[src/rtl/axi_wr_arbiter.sv]
// axi_wr_arbiter
//   N-to-1 AXI write-path arbiter (AW, W, B) in front of one slave port.
//   AW: round-robin grant. W: locked to the granted master until w_last,
//   one burst in flight. B: routed back by the master-index prefix of m_b_id.
//
// Optional build macro: AXI_WR_ARB_QOS_EN
//   defined   -> arbitration only considers requesters carrying the highest
//                s_aw_qos among valid requesters, round-robin within that set.
//   undefined -> pure round-robin; qos only passes through to m_aw_qos.
//
// Ports
//   clk, rst            clock, synchronous active-high reset
//   s_aw_*              per-master AW channels (flattened, master i at slice i)
//   s_w_*               per-master W channels
//   s_b_*               per-master B valid/ready, shared id/resp
//   m_aw_*              slave AW channel, m_aw_id = {grant index, s_aw_id}
//   m_w_*               slave W channel
//   m_b_*               slave B channel
//   err_len             sticky flag: W burst length did not match AW len
module axi_wr_arbiter #(
  parameter int NUM_MASTERS   = 2,
  parameter int ID_WIDTH      = 4,
  parameter int ADDR_WIDTH    = 32,
  parameter int DATA_WIDTH    = 64,
  parameter int AW_META_WIDTH = 24,
  localparam int IDX_W        = (NUM_MASTERS > 1) ? $clog2(NUM_MASTERS) : 1,
  localparam int STRB_WIDTH   = DATA_WIDTH / 8
) (
  input  logic                                  clk,
  input  logic                                  rst,
  input  logic [NUM_MASTERS-1:0]                s_aw_valid,
  output logic [NUM_MASTERS-1:0]                s_aw_ready,
  input  logic [NUM_MASTERS*ID_WIDTH-1:0]       s_aw_id,
  input  logic [NUM_MASTERS*ADDR_WIDTH-1:0]     s_aw_addr,
  input  logic [NUM_MASTERS*8-1:0]              s_aw_len,
  input  logic [NUM_MASTERS*4-1:0]              s_aw_qos,
  input  logic [NUM_MASTERS*AW_META_WIDTH-1:0]  s_aw_meta,
  input  logic [NUM_MASTERS-1:0]                s_w_valid,
  output logic [NUM_MASTERS-1:0]                s_w_ready,
  input  logic [NUM_MASTERS*DATA_WIDTH-1:0]     s_w_data,
  input  logic [NUM_MASTERS*STRB_WIDTH-1:0]     s_w_strb,
  input  logic [NUM_MASTERS-1:0]                s_w_last,
  output logic [NUM_MASTERS-1:0]                s_b_valid,
  input  logic [NUM_MASTERS-1:0]                s_b_ready,
  output logic [ID_WIDTH-1:0]                   s_b_id,
  output logic [1:0]                            s_b_resp,
  output logic                                  m_aw_valid,
  input  logic                                  m_aw_ready,
  output logic [ID_WIDTH+IDX_W-1:0]             m_aw_id,
  output logic [ADDR_WIDTH-1:0]                 m_aw_addr,
  output logic [7:0]                            m_aw_len,
  output logic [3:0]                            m_aw_qos,
  output logic [AW_META_WIDTH-1:0]              m_aw_meta,
  output logic                                  m_w_valid,
  input  logic                                  m_w_ready,
  output logic [DATA_WIDTH-1:0]                 m_w_data,
  output logic [STRB_WIDTH-1:0]                 m_w_strb,
  output logic                                  m_w_last,
  input  logic                                  m_b_valid,
  output logic                                  m_b_ready,
  input  logic [ID_WIDTH+IDX_W-1:0]             m_b_id,
  input  logic [1:0]                            m_b_resp,
  output logic                                  err_len
);

  typedef enum logic [1:0] {IDLE, ADDR, DATA} state_e;

  state_e           state_q, state_d;
  logic [IDX_W-1:0] rr_ptr_q, rr_ptr_d;
  logic [IDX_W-1:0] grant_q, grant_d;
  logic [7:0]       beat_cnt_q, beat_cnt_d;
  logic [7:0]       len_q, len_d;
  logic             err_len_q, err_len_d;

  // Per-master views of the flattened input buses.
  logic [ID_WIDTH-1:0]      aw_id_a   [NUM_MASTERS];
  logic [ADDR_WIDTH-1:0]    aw_addr_a [NUM_MASTERS];
  logic [7:0]               aw_len_a  [NUM_MASTERS];
  logic [3:0]               aw_qos_a  [NUM_MASTERS];
  logic [AW_META_WIDTH-1:0] aw_meta_a [NUM_MASTERS];
  logic [DATA_WIDTH-1:0]    w_data_a  [NUM_MASTERS];
  logic [STRB_WIDTH-1:0]    w_strb_a  [NUM_MASTERS];

  for (genvar i = 0; i < NUM_MASTERS; i++) begin : g_unpack
    assign aw_id_a[i]   = s_aw_id[i*ID_WIDTH +: ID_WIDTH];
    assign aw_addr_a[i] = s_aw_addr[i*ADDR_WIDTH +: ADDR_WIDTH];
    assign aw_len_a[i]  = s_aw_len[i*8 +: 8];
    assign aw_qos_a[i]  = s_aw_qos[i*4 +: 4];
    assign aw_meta_a[i] = s_aw_meta[i*AW_META_WIDTH +: AW_META_WIDTH];
    assign w_data_a[i]  = s_w_data[i*DATA_WIDTH +: DATA_WIDTH];
    assign w_strb_a[i]  = s_w_strb[i*STRB_WIDTH +: STRB_WIDTH];
  end

  // ---------------- arbitration ----------------
  logic [NUM_MASTERS-1:0] cand;

`ifdef AXI_WR_ARB_QOS_EN
  logic [3:0] max_qos;
  always_comb begin
    max_qos = '0;
    cand    = '0;
    for (int i = 0; i < NUM_MASTERS; i++)
      if (s_aw_valid[i] && (aw_qos_a[i] > max_qos)) max_qos = aw_qos_a[i];
    for (int i = 0; i < NUM_MASTERS; i++)
      cand[i] = s_aw_valid[i] && (aw_qos_a[i] == max_qos);
  end
`else
  assign cand = s_aw_valid;
`endif

  logic [IDX_W-1:0] pick, scan_idx;
  logic             pick_vld;

  // Scan from the farthest offset back to rr_ptr so the candidate closest
  // to rr_ptr (cyclically) is the one left standing.
  always_comb begin
    pick     = '0;
    pick_vld = 1'b0;
    scan_idx = '0;
    for (int k = NUM_MASTERS - 1; k >= 0; k--) begin
      scan_idx = IDX_W'((int'(rr_ptr_q) + k) % NUM_MASTERS);
      if (cand[scan_idx]) begin
        pick     = scan_idx;
        pick_vld = 1'b1;
      end
    end
  end

  // ---------------- handshakes ----------------
  logic aw_act, w_act, w_hs;
  assign aw_act = !rst && (state_q == ADDR);
  assign w_act  = !rst && (state_q == DATA);
  assign w_hs   = w_act && s_w_valid[grant_q] && m_w_ready;

  // ---------------- FSM ----------------
  always_ff @(posedge clk) begin
    if (rst) begin
      state_q    <= IDLE;
      rr_ptr_q   <= '0;
      grant_q    <= '0;
      beat_cnt_q <= '0;
      len_q      <= '0;
      err_len_q  <= 1'b0;
    end else begin
      state_q    <= state_d;
      rr_ptr_q   <= rr_ptr_d;
      grant_q    <= grant_d;
      beat_cnt_q <= beat_cnt_d;
      len_q      <= len_d;
      err_len_q  <= err_len_d;
    end
  end

  always_comb begin
    state_d    = state_q;
    rr_ptr_d   = rr_ptr_q;
    grant_d    = grant_q;
    beat_cnt_d = beat_cnt_q;
    len_d      = len_q;
    err_len_d  = err_len_q;
    case (state_q)
      IDLE: begin
        if (pick_vld) begin
          grant_d = pick;
          state_d = ADDR;
        end
      end
      ADDR: begin
        if (m_aw_ready) begin
          len_d      = aw_len_a[grant_q];
          beat_cnt_d = '0;
          rr_ptr_d   = (int'(grant_q) == NUM_MASTERS - 1) ? '0 : grant_q + 1'b1;
          state_d    = DATA;
        end
      end
      DATA: begin
        if (w_hs) begin
          beat_cnt_d = beat_cnt_q + 8'd1;
          if (s_w_last[grant_q]) begin
            state_d = IDLE;
            if (beat_cnt_q != len_q) err_len_d = 1'b1;
          end else if (beat_cnt_q == len_q) begin
            // Beat len should have carried w_last; keep draining until it does.
            err_len_d = 1'b1;
          end
        end
      end
      default: state_d = IDLE;
    endcase
  end

  // ---------------- AW / W outputs ----------------
  assign m_aw_valid = aw_act;
  assign m_aw_id    = {grant_q, aw_id_a[grant_q]};
  assign m_aw_addr  = aw_addr_a[grant_q];
  assign m_aw_len   = aw_len_a[grant_q];
  assign m_aw_qos   = aw_qos_a[grant_q];
  assign m_aw_meta  = aw_meta_a[grant_q];

  assign m_w_valid  = w_act && s_w_valid[grant_q];
  assign m_w_data   = w_data_a[grant_q];
  assign m_w_strb   = w_strb_a[grant_q];
  assign m_w_last   = s_w_last[grant_q];

  for (genvar i = 0; i < NUM_MASTERS; i++) begin : g_rdy
    assign s_aw_ready[i] = aw_act && (grant_q == IDX_W'(i)) && m_aw_ready;
    assign s_w_ready[i]  = w_act  && (grant_q == IDX_W'(i)) && m_w_ready;
  end

  assign err_len = err_len_q;

  // ---------------- B routing (stateless) ----------------
  logic [IDX_W-1:0] b_sel;
  logic             b_sel_ok;
  assign b_sel    = m_b_id[ID_WIDTH +: IDX_W];
  assign b_sel_ok = int'(b_sel) < NUM_MASTERS;
  // Responses carrying an index with no master behind it are sunk.
  assign m_b_ready = b_sel_ok ? s_b_ready[b_sel] : 1'b1;
  assign s_b_id    = m_b_id[ID_WIDTH-1:0];
  assign s_b_resp  = m_b_resp;

  for (genvar i = 0; i < NUM_MASTERS; i++) begin : g_b
    assign s_b_valid[i] = m_b_valid && (b_sel == IDX_W'(i));
  end

endmodule

[config.mk]
export PLATFORM = sky130hd
export DESIGN_NAME = axi_wr_arbiter
export DESIGN_NICKNAME = d
export VERILOG_FILES = /design/src/rtl/axi_wr_arbiter.sv
export SDC_FILE = /design/constraint.sdc
export NUM_CORES = 1
export LEC_CHECK = 0
export BUFFER_PORTS_ARGS = -buffer_cell sky130_fd_sc_hd__buf_2
export CAP_MARGIN = 10
export CORE_AREA = 2 2 182 184
export CTS_BUF_LIST = sky130_fd_sc_hd__clkbuf_4 sky130_fd_sc_hd__clkbuf_8
export CTS_CLUSTER_DIAMETER = 40
export DETAILED_ROUTE_END_ITERATION = 7
export DIE_AREA = 0 0 184 186
export PLACE_DENSITY_LB_ADDON = 0.3
export SYNTH_ARGS = -nofsm -noshare
export SYNTH_HDL_FRONTEND = slang
export SYNTH_SLANG_ARGS = --single-unit
[constraint.sdc]
create_clock -name clk -period 1.6 [get_ports clk]
set_input_delay 0.08 -clock clk [delete_from_list [all_inputs] [get_ports clk]]
set_output_delay 0.08 -clock clk [all_outputs]
set_load 0.005 [all_outputs]
==> impl_metrics.xml, run 1 <==
<?xml version="1.0" encoding="UTF-8"?>
<metrics>
  <group name="outcome">
    <metric name="status" unit="">finished, violations left</metric>
    <metric name="violations" unit="">negative setup slack</metric>
  </group>
  <group name="synth">
    <metric name="yosysWarnings" unit="">0</metric>
    <metric name="sequential_element_share_of_the_synthesized_area" unit="%">14.8</metric>
    <metric name="synth.cell_area" unit="µm²">2840</metric>
    <metric name="synth_fp_nets" unit="">607</metric>
    <metric name="syn-instance-count" unit="">298</metric>
    <metric name="synth_enable_flop_cells" unit="">0</metric>
    <metric name="synthAdderAreaFrac" unit="%">0.440</metric>
    <metric name="synth_top_family_by_area" unit="">multiplexers</metric>
    <metric name="postSynthAreaPerCell" unit="µm²">9.54</metric>
    <metric name="postSynth.topFlopCell" unit="">dfxtp_1</metric>
    <metric name="yosys_register_bits" unit="">21</metric>
    <metric name="simple_gate_fraction_of_synth_area" unit="%">12.3</metric>
    <metric name="post_synth_xor_area_fraction" unit="%">2.46</metric>
    <metric name="yosysUniqueCellTypes" unit="">43</metric>
    <metric name="ffs_w_async_s_r_synth" unit="%">0</metric>
    <metric name="synth_compound_area_share" unit="%">5.32</metric>
    <metric name="mux_share_of_post_synthesis_cell_area" unit="%">58.7</metric>
  </group>
  <group name="route">
    <metric name="antenna_violating_nets_post_route" unit="">0</metric>
    <metric name="met2_length" unit="mm">12.2</metric>
    <metric name="post-route-drc-count" unit="">0</metric>
    <metric name="drt-vias-per-instance" unit="">3.75</metric>
    <metric name="wirelength_met1" unit="mm">9.28</metric>
    <metric name="route.final.wire_length" unit="mm">24.2</metric>
    <metric name="highest-signal-layer" unit="">met5</metric>
    <metric name="vias" unit="">4520</metric>
    <metric name="met3WireLength" unit="mm">1.97</metric>
    <metric name="detail_route.first_pass.iterations" unit="">4</metric>
    <metric name="initialDrtViolationCount" unit="">100</metric>
    <metric name="routedWlPerCell" unit="µm">20.1</metric>
  </group>
  <group name="clock_network">
    <metric name="ctsHoldBuffers" unit="">0</metric>
    <metric name="clock_slew_at_reported_path_ffs" unit="ns">0.08</metric>
    <metric name="root_buffer" unit="">clkbuf_8</metric>
    <metric name="clock_latency" unit="ns">0.26</metric>
    <metric name="h_tree_levels" unit="">1</metric>
    <metric name="cts.path.max_buffers" unit="">2</metric>
    <metric name="clock_tree_from_tritoncts" unit="">built</metric>
    <metric name="cts_num_sinks" unit="">21</metric>
    <metric name="tritoncts.num_buffers" unit="">3</metric>
  </group>
  <group name="setup_path">
    <metric name="worst_r2r_path_depth" unit="">8</metric>
    <metric name="cp-start-kind" unit="">register</metric>
    <metric name="crit_path_cell_trace" unit="">buf_12 &gt; buf_16 &gt; buf_16 &gt; buf_8 &gt; mux2_4 &gt; buf_6</metric>
    <metric name="cp_data_arrival_time" unit="ns">1.61</metric>
    <metric name="r2r_slack" unit="ns">-0.09</metric>
    <metric name="cp_slowest_stage_delay" unit="ns">0.37</metric>
    <metric name="critical_path.most_common_cell" unit="">buf_16</metric>
    <metric name="crit-reg2reg-launch" unit="">grant_q</metric>
    <metric name="regToRegEndpoint" unit="">beat_cnt_q[5]</metric>
    <metric name="critical_path.top_delay_family" unit="">buffers and inverters</metric>
    <metric name="crit_buf_inv" unit="">5</metric>
    <metric name="worstPathRequired" unit="ns">1.52</metric>
    <metric name="cp-end-kind" unit="">output port</metric>
    <metric name="timing.critical_path.fanout_max" unit="">7</metric>
    <metric name="timing_worst_setup_path_type" unit="">register to output port</metric>
    <metric name="cp_slowest_cell" unit="">dfxtp_4</metric>
  </group>
  <group name="timing">
    <metric name="timing.final.max_slew_violations" unit="">0</metric>
    <metric name="tightest_slew" unit="ns">0.337</metric>
    <metric name="final-hold-violation-count" unit="">0</metric>
    <metric name="layout_setup_ws" unit="ns">-0.0950</metric>
    <metric name="whs" unit="ns">0.0379</metric>
    <metric name="finalCritPeriodShare" unit="%">106</metric>
    <metric name="fin_crit" unit="ns">1.69</metric>
    <metric name="rsz0062_at_grt" unit="">true</metric>
    <metric name="setup-tns-final" unit="ns">-3.08</metric>
    <metric name="timing.fmax" unit="GHz">0.590</metric>
    <metric name="max_slew_headroom_at_the_worst_pin" unit="%">77.1</metric>
    <metric name="setup_viol_count_final" unit="">67</metric>
    <metric name="skew" unit="ns">0.00192</metric>
  </group>
  <group name="worst_hold_path">
    <metric name="hold_path_startpoint" unit="">m_aw_ready</metric>
    <metric name="hold_class" unit="">primary input to register</metric>
    <metric name="holdPathStages" unit="">2</metric>
    <metric name="hold_path_end" unit="">state_q[0]</metric>
  </group>
  <group name="floorplan">
    <metric name="core" unit="µm²">32200</metric>
    <metric name="ios" unit="">470</metric>
    <metric name="dieWidth" unit="µm">184</metric>
    <metric name="die_area" unit="µm²">34200</metric>
    <metric name="rows" unit="">66</metric>
    <metric name="die_h" unit="µm">186</metric>
    <metric name="initial_standard_cell_utilization_of_the_core" unit="%">8.83</metric>
  </group>
  <group name="place">
    <metric name="placed_wire_length_estimate" unit="mm">18.2</metric>
    <metric name="port_buffers" unit="">457</metric>
    <metric name="post-place-ws" unit="ns">0.106</metric>
    <metric name="rd_place_congestion" unit="">0.791</metric>
  </group>
  <group name="global_route">
    <metric name="grt_first_pass_wirelength" unit="mm">30.2</metric>
    <metric name="number_of_antenna_violations_at_the_first_check_in_global_routing" unit="">10</metric>
    <metric name="grt_usage" unit="%">12.4</metric>
    <metric name="grt_max_degree" unit="">20</metric>
    <metric name="grt_pass1_vias" unit="">4531</metric>
    <metric name="globalRoute.totalOverflow" unit="">0</metric>
  </group>
  <group name="cells_and_area">
    <metric name="area.growth.synth_to_final" unit="%">179</metric>
    <metric name="nFillCells" unit="">3501</metric>
    <metric name="mostFrequentLayoutCell" unit="">buf_2</metric>
    <metric name="final-seq-area" unit="µm²">424</metric>
    <metric name="drive_above_1_share" unit="%">86.3</metric>
    <metric name="multiInputGateArea" unit="µm²">2830</metric>
    <metric name="layout_common_cells" unit="">buf_2, mux2_4, buf_6</metric>
    <metric name="finalNetCount" unit="">1101</metric>
  </group>
  <group name="power_and_ir_drop">
    <metric name="vdd_drop_max" unit="V">0.000268</metric>
    <metric name="power-per-cell-area" unit="nW/µm²">491</metric>
    <metric name="leakage" unit="nW">4.06</metric>
  </group>
  <group name="flow_run">
    <metric name="max_cap_viol_count" unit="">0</metric>
  </group>
</metrics>
-- where the power goes --
part           total, W  switching, W  internal, W
registers      0.000583     0.0000291     0.000554
clock network  0.000361      0.000187     0.000174
logic           0.00295       0.00106      0.00189
-- synthesized netlist by cell type, types with 2 or more instances --
cell type | n | area share [%]
o21ai_0 | 3 | 0.53
nor4_1 | 3 | 0.66
xor2_1 | 8 | 2.5
nand2_1 | 5 | 0.66
clkbuf_1 | 3 | 0.40
nor2_1 | 26 | 3.4
mux2_1 | 144 | 57
buf_2 | 16 | 2.8
or3_1 | 3 | 0.66
mux2_2 | 2 | 0.79
o22ai_1 | 3 | 0.66
inv_2 | 2 | 0.26
dfxtp_1 | 21 | 15
buf_4 | 7 | 1.8
nand3b_1 | 2 | 0.53
a21oi_1 | 6 | 1.1
nand3_1 | 4 | 0.70
nor3_1 | 11 | 1.9
o31ai_1 | 2 | 0.53
a21o_1 | 2 | 0.53
and3_1 | 3 | 0.66
-- worst max path at each step --
stage | startpoint | slack [ns] | cells after the start | endpoint
5_1_grt | grant_q | -0.14 | 8 | beat_cnt_q[5]
4_1_cts | grant_q | -0.11 | 8 | beat_cnt_q[4]
2_1_floorplan | state_q[0] | 0.18 | 5 | beat_cnt_q[7]
3_3_place_gp | beat_cnt_q[2] | 0.08 | 4 | beat_cnt_q[7]
3_5_place_dp | grant_q | 0.11 | 4 | m_w_data[43]
6_report | grant_q | -0.09 | 6 | m_aw_meta[23]
-- cell type report --
type / count / share of cell area, %
Tap cell: 408 / 6.44
Multi-Input combinational cell: 246 / 35.7
Clock buffer: 3 / 0.521
Sequential cell: 21 / 5.35
Timing Repair Buffer: 517 / 51.6
Inverter: 3 / 0.142
Antenna cell: 6 / 0.189
Clock inverter: 1 / 0.0631
-- kinds of logic (layout without fill, tap and decap cells) --
kind of cell | after synthesis | count (layout)
muxes | 148 | 148
and+or+nand+nor | 67 | 67
buffers and inverters | 31 | 524
AOI/OAI and AO/OA | 22 | 22
DFF | 21 | 21
xor gates and xnor gates | 8 | 8
adders and majority gates | 1 | 1
other | 0 | 6
-- registers in the layout (all words and copies together), names as in the netlist --
name,cells
beat_cnt_q,8
len_q,8
err_len,1
rr_ptr_q,1
state_q,2
grant_q,1
-- per-layer routing --
layer / GRT usage (%) / up-vias
met5: 0 / -
met4: 4.74 / 4
met3: 3.70 / 34
met2: 22.3 / 209
met1: 13.8 / 2177
li1: - / 2096
-- stage by stage --
step	instance area, µm²	std cells	utilization, %	power (W)
after floorplan	2840	298	-	0.00127
after global placement	5740	1166	17.8	0.00226
after detailed placement	5740	1166	17.8	0.00227
after CTS	7520	1194	23.4	0.00370
after global routing	7930	1205	24.6	0.00411
final	7930	1205	24.6	0.00389
-- repair_timing --
item,CTS,global route
setup endpoints to repair,108,151
cloned,9,4
gates resized for setup,318,75
buffers inserted,15,5
pin swaps,5,7
-- worst reg2reg max path: stages (launching register included) --
cell	delay, ns
dfxtp_4	0.37
buf_12	0.13
buf_16	0.14
buf_6	0.11
mux2_4	0.31
a21oi_4	0.21
buf_6	0.13
nor4_2	0.04
a21o_1	0.16
No activity file was read; power rests on OpenSTA's default activity.
==> run 2: changes to the inputs <==
--- a/config.mk
+++ b/config.mk
@@ -13,6 +13,7 @@
 export DETAILED_ROUTE_END_ITERATION = 7
 export DIE_AREA = 0 0 184 186
 export PLACE_DENSITY_LB_ADDON = 0.3
+export REMOVE_ABC_BUFFERS = 1
 export SYNTH_ARGS = -nofsm -noshare
 export SYNTH_HDL_FRONTEND = slang
 export SYNTH_SLANG_ARGS = --single-unit
==> impl_metrics.xml, run 2 (synthesized netlist as in run 1, its figures left out) <==
<?xml version="1.0" encoding="UTF-8"?>
<metrics>
  <group name="timing">
    <metric name="max_slew_headroom_at_the_worst_pin" unit="%">78.1</metric>
    <metric name="rsz0062_at_grt" unit="">true</metric>
    <metric name="finalCritPeriodShare" unit="%">103</metric>
    <metric name="final-hold-violation-count" unit="">0</metric>
    <metric name="timing.final.max_slew_violations" unit="">0</metric>
    <metric name="timing.fmax" unit="GHz">0.609</metric>
    <metric name="tightest_slew" unit="ns">0.326</metric>
    <metric name="setup_viol_count_final" unit="">77</metric>
    <metric name="layout_setup_ws" unit="ns">-0.0415</metric>
    <metric name="fin_crit" unit="ns">1.64</metric>
    <metric name="skew" unit="ns">0.00230</metric>
  </group>
  <group name="route">
    <metric name="drt-vias-per-instance" unit="">3.69</metric>
    <metric name="vias" unit="">4389</metric>
    <metric name="routedWlPerCell" unit="µm">21.0</metric>
    <metric name="post-route-drc-count" unit="">0</metric>
    <metric name="detail_route.first_pass.iterations" unit="">4</metric>
    <metric name="initialDrtViolationCount" unit="">110</metric>
    <metric name="antenna_violating_nets_post_route" unit="">0</metric>
    <metric name="route.final.wire_length" unit="mm">25.0</metric>
  </group>
  <group name="cells_and_area">
    <metric name="mostFrequentLayoutCell" unit="">buf_2</metric>
    <metric name="layout_common_cells" unit="">buf_2, mux2_4, buf_6</metric>
    <metric name="final-seq-area" unit="µm²">425</metric>
    <metric name="multiInputGateArea" unit="µm²">2670</metric>
    <metric name="area.growth.synth_to_final" unit="%">154</metric>
    <metric name="finalNetCount" unit="">1085</metric>
    <metric name="drive_above_1_share" unit="%">80.8</metric>
    <metric name="nFillCells" unit="">3595</metric>
    <metric name="largestRegisters" unit="">beat_cnt_q: 8 flops, len_q: 8 flops, state_q: 2 flops</metric>
    <metric name="finalCoreUtilization" unit="%">22.5</metric>
    <metric name="stdcell_count" unit="">1190</metric>
  </group>
  <group name="clock_network">
    <metric name="h_tree_levels" unit="">1</metric>
    <metric name="root_buffer" unit="">clkbuf_8</metric>
    <metric name="clock_slew_at_reported_path_ffs" unit="ns">0.08</metric>
    <metric name="clock_latency" unit="ns">0.27</metric>
    <metric name="cts.path.max_buffers" unit="">2</metric>
    <metric name="clock_tree_from_tritoncts" unit="">built</metric>
    <metric name="tritoncts.num_buffers" unit="">3</metric>
    <metric name="cts_num_sinks" unit="">21</metric>
    <metric name="ctsHoldBuffers" unit="">0</metric>
  </group>
  <group name="floorplan">
    <metric name="ios" unit="">470</metric>
    <metric name="core" unit="µm²">32200</metric>
    <metric name="dieWidth" unit="µm">184</metric>
    <metric name="rows" unit="">66</metric>
    <metric name="initial_standard_cell_utilization_of_the_core" unit="%">8.83</metric>
    <metric name="die_area" unit="µm²">34200</metric>
    <metric name="die_h" unit="µm">186</metric>
  </group>
  <group name="flow_run">
    <metric name="max_cap_viol_count" unit="">0</metric>
  </group>
  <group name="setup_path">
    <metric name="cp_data_arrival_time" unit="ns">1.56</metric>
    <metric name="cp_slowest_cell" unit="">dfxtp_4</metric>
    <metric name="crit_path_cell_trace" unit="">buf_12 &gt; clkbuf_16 &gt; clkbuf_16 &gt; mux2_4 &gt; buf_6</metric>
    <metric name="cp-start-kind" unit="">register</metric>
    <metric name="cp-end-kind" unit="">output port</metric>
    <metric name="crit_buf_inv" unit="">4</metric>
    <metric name="worstPathRequired" unit="ns">1.52</metric>
    <metric name="cp_slowest_stage_delay" unit="ns">0.37</metric>
    <metric name="timing_worst_setup_path_type" unit="">register to output port</metric>
    <metric name="critical_path.top_delay_family" unit="">buffers and inverters</metric>
    <metric name="timing.critical_path.fanout_max" unit="">8</metric>
    <metric name="critical_path.most_common_cell" unit="">clkbuf_16</metric>
  </group>
  <group name="outcome">
    <metric name="violations" unit="">negative setup slack</metric>
    <metric name="status" unit="">finished, violations left</metric>
  </group>
  <group name="place">
    <metric name="rd_place_congestion" unit="">0.835</metric>
    <metric name="placed_wire_length_estimate" unit="mm">20.4</metric>
    <metric name="post-place-ws" unit="ns">0.0437</metric>
    <metric name="dpl.cell_count" unit="">1157</metric>
    <metric name="port_buffers" unit="">457</metric>
  </group>
  <group name="global_route">
    <metric name="grt_first_pass_wirelength" unit="mm">29.0</metric>
    <metric name="grt_pass1_vias" unit="">4089</metric>
    <metric name="grt_max_degree" unit="">32</metric>
    <metric name="globalRoute.totalOverflow" unit="">0</metric>
    <metric name="grt_usage" unit="%">12.2</metric>
    <metric name="number_of_antenna_violations_at_the_first_check_in_global_routing" unit="">19</metric>
  </group>
  <group name="power_and_ir_drop">
    <metric name="power-per-cell-area" unit="nW/µm²">481</metric>
    <metric name="vdd_drop_max" unit="V">0.000256</metric>
    <metric name="leakage" unit="nW">3.71</metric>
  </group>
  <group name="worst_hold_path">
    <metric name="hold_class" unit="">primary input to register</metric>
  </group>
</metrics>
[run 2: cell type report]
cell class                      instances  area share [%]
Timing Repair Buffer                  501            49.1
Tap cell                              408            7.06
Clock inverter                          1          0.0865
Sequential cell                        21            5.88
Multi-Input combinational cell        246            36.9
Antenna cell                            7           0.242
Inverter                                3           0.156
Clock buffer                            3           0.571
[run 2: worst register-to-register path: stages (launching register included)]
cell     delay (ns)
dfxtp_4        0.37
buf_6          0.13
buf_6          0.13
mux2_4         0.22
a21oi_4        0.07
buf_6          0.13
or3_1          0.34
a21oi_1        0.16
[run 2: repair_timing]
action | in CTS | in global routing
pin swaps | 0 | 4
setup endpoints to repair | 100 | 111
resized for setup | 19 | 227
buffers inserted | 3 | 7
gates cloned | 1 | 11
[run 2: power breakdown]
part	switching [W]	internal [W]
registers	0.0000301	0.000554
logic	0.000951	0.00156
clock network	0.000201	0.000178
[run 2: through the flow]
stage | instance area [µm²] | total power [W] | TNS, ns | hold slack [ns]
after floorplan | 2690 | 0.00126 | -468.21 | 0.149
after global placement | 5730 | 0.00227 | 0 | 0.160
after detailed placement | 5730 | 0.00227 | 0 | 0.160
after CTS | 5870 | 0.00272 | -0.360 | 0.0546
after global routing | 7220 | 0.00368 | -5.57 | 0.0700
final | 7230 | 0.00348 | -1.07 | 0.0508
[run 2: layer usage]
layer / vias to the layer above / track usage, % / part of all wire (%)
met5: - / 0 / 0.26
met4: 10 / 1.15 / 0.96
met3: 25 / 6.81 / 13
met2: 249 / 19.3 / 46
met1: 2040 / 14.9 / 40
li1: 2065 / - / -
[run 2: worst paths after layout]
| check | from | endpoint | slack, ns | cells past startpoint |
|---|---|---|---|---|
| max | grant_q | m_aw_meta[2] | -0.04 | 5 |
| min | m_aw_ready | state_q[0] | 0.05 | 2 |
| max reg2reg | grant_q | beat_cnt_q[3] | -0.01 | 7 |
| min reg2reg | rr_ptr_q | rr_ptr_q | 0.45 | 1 |
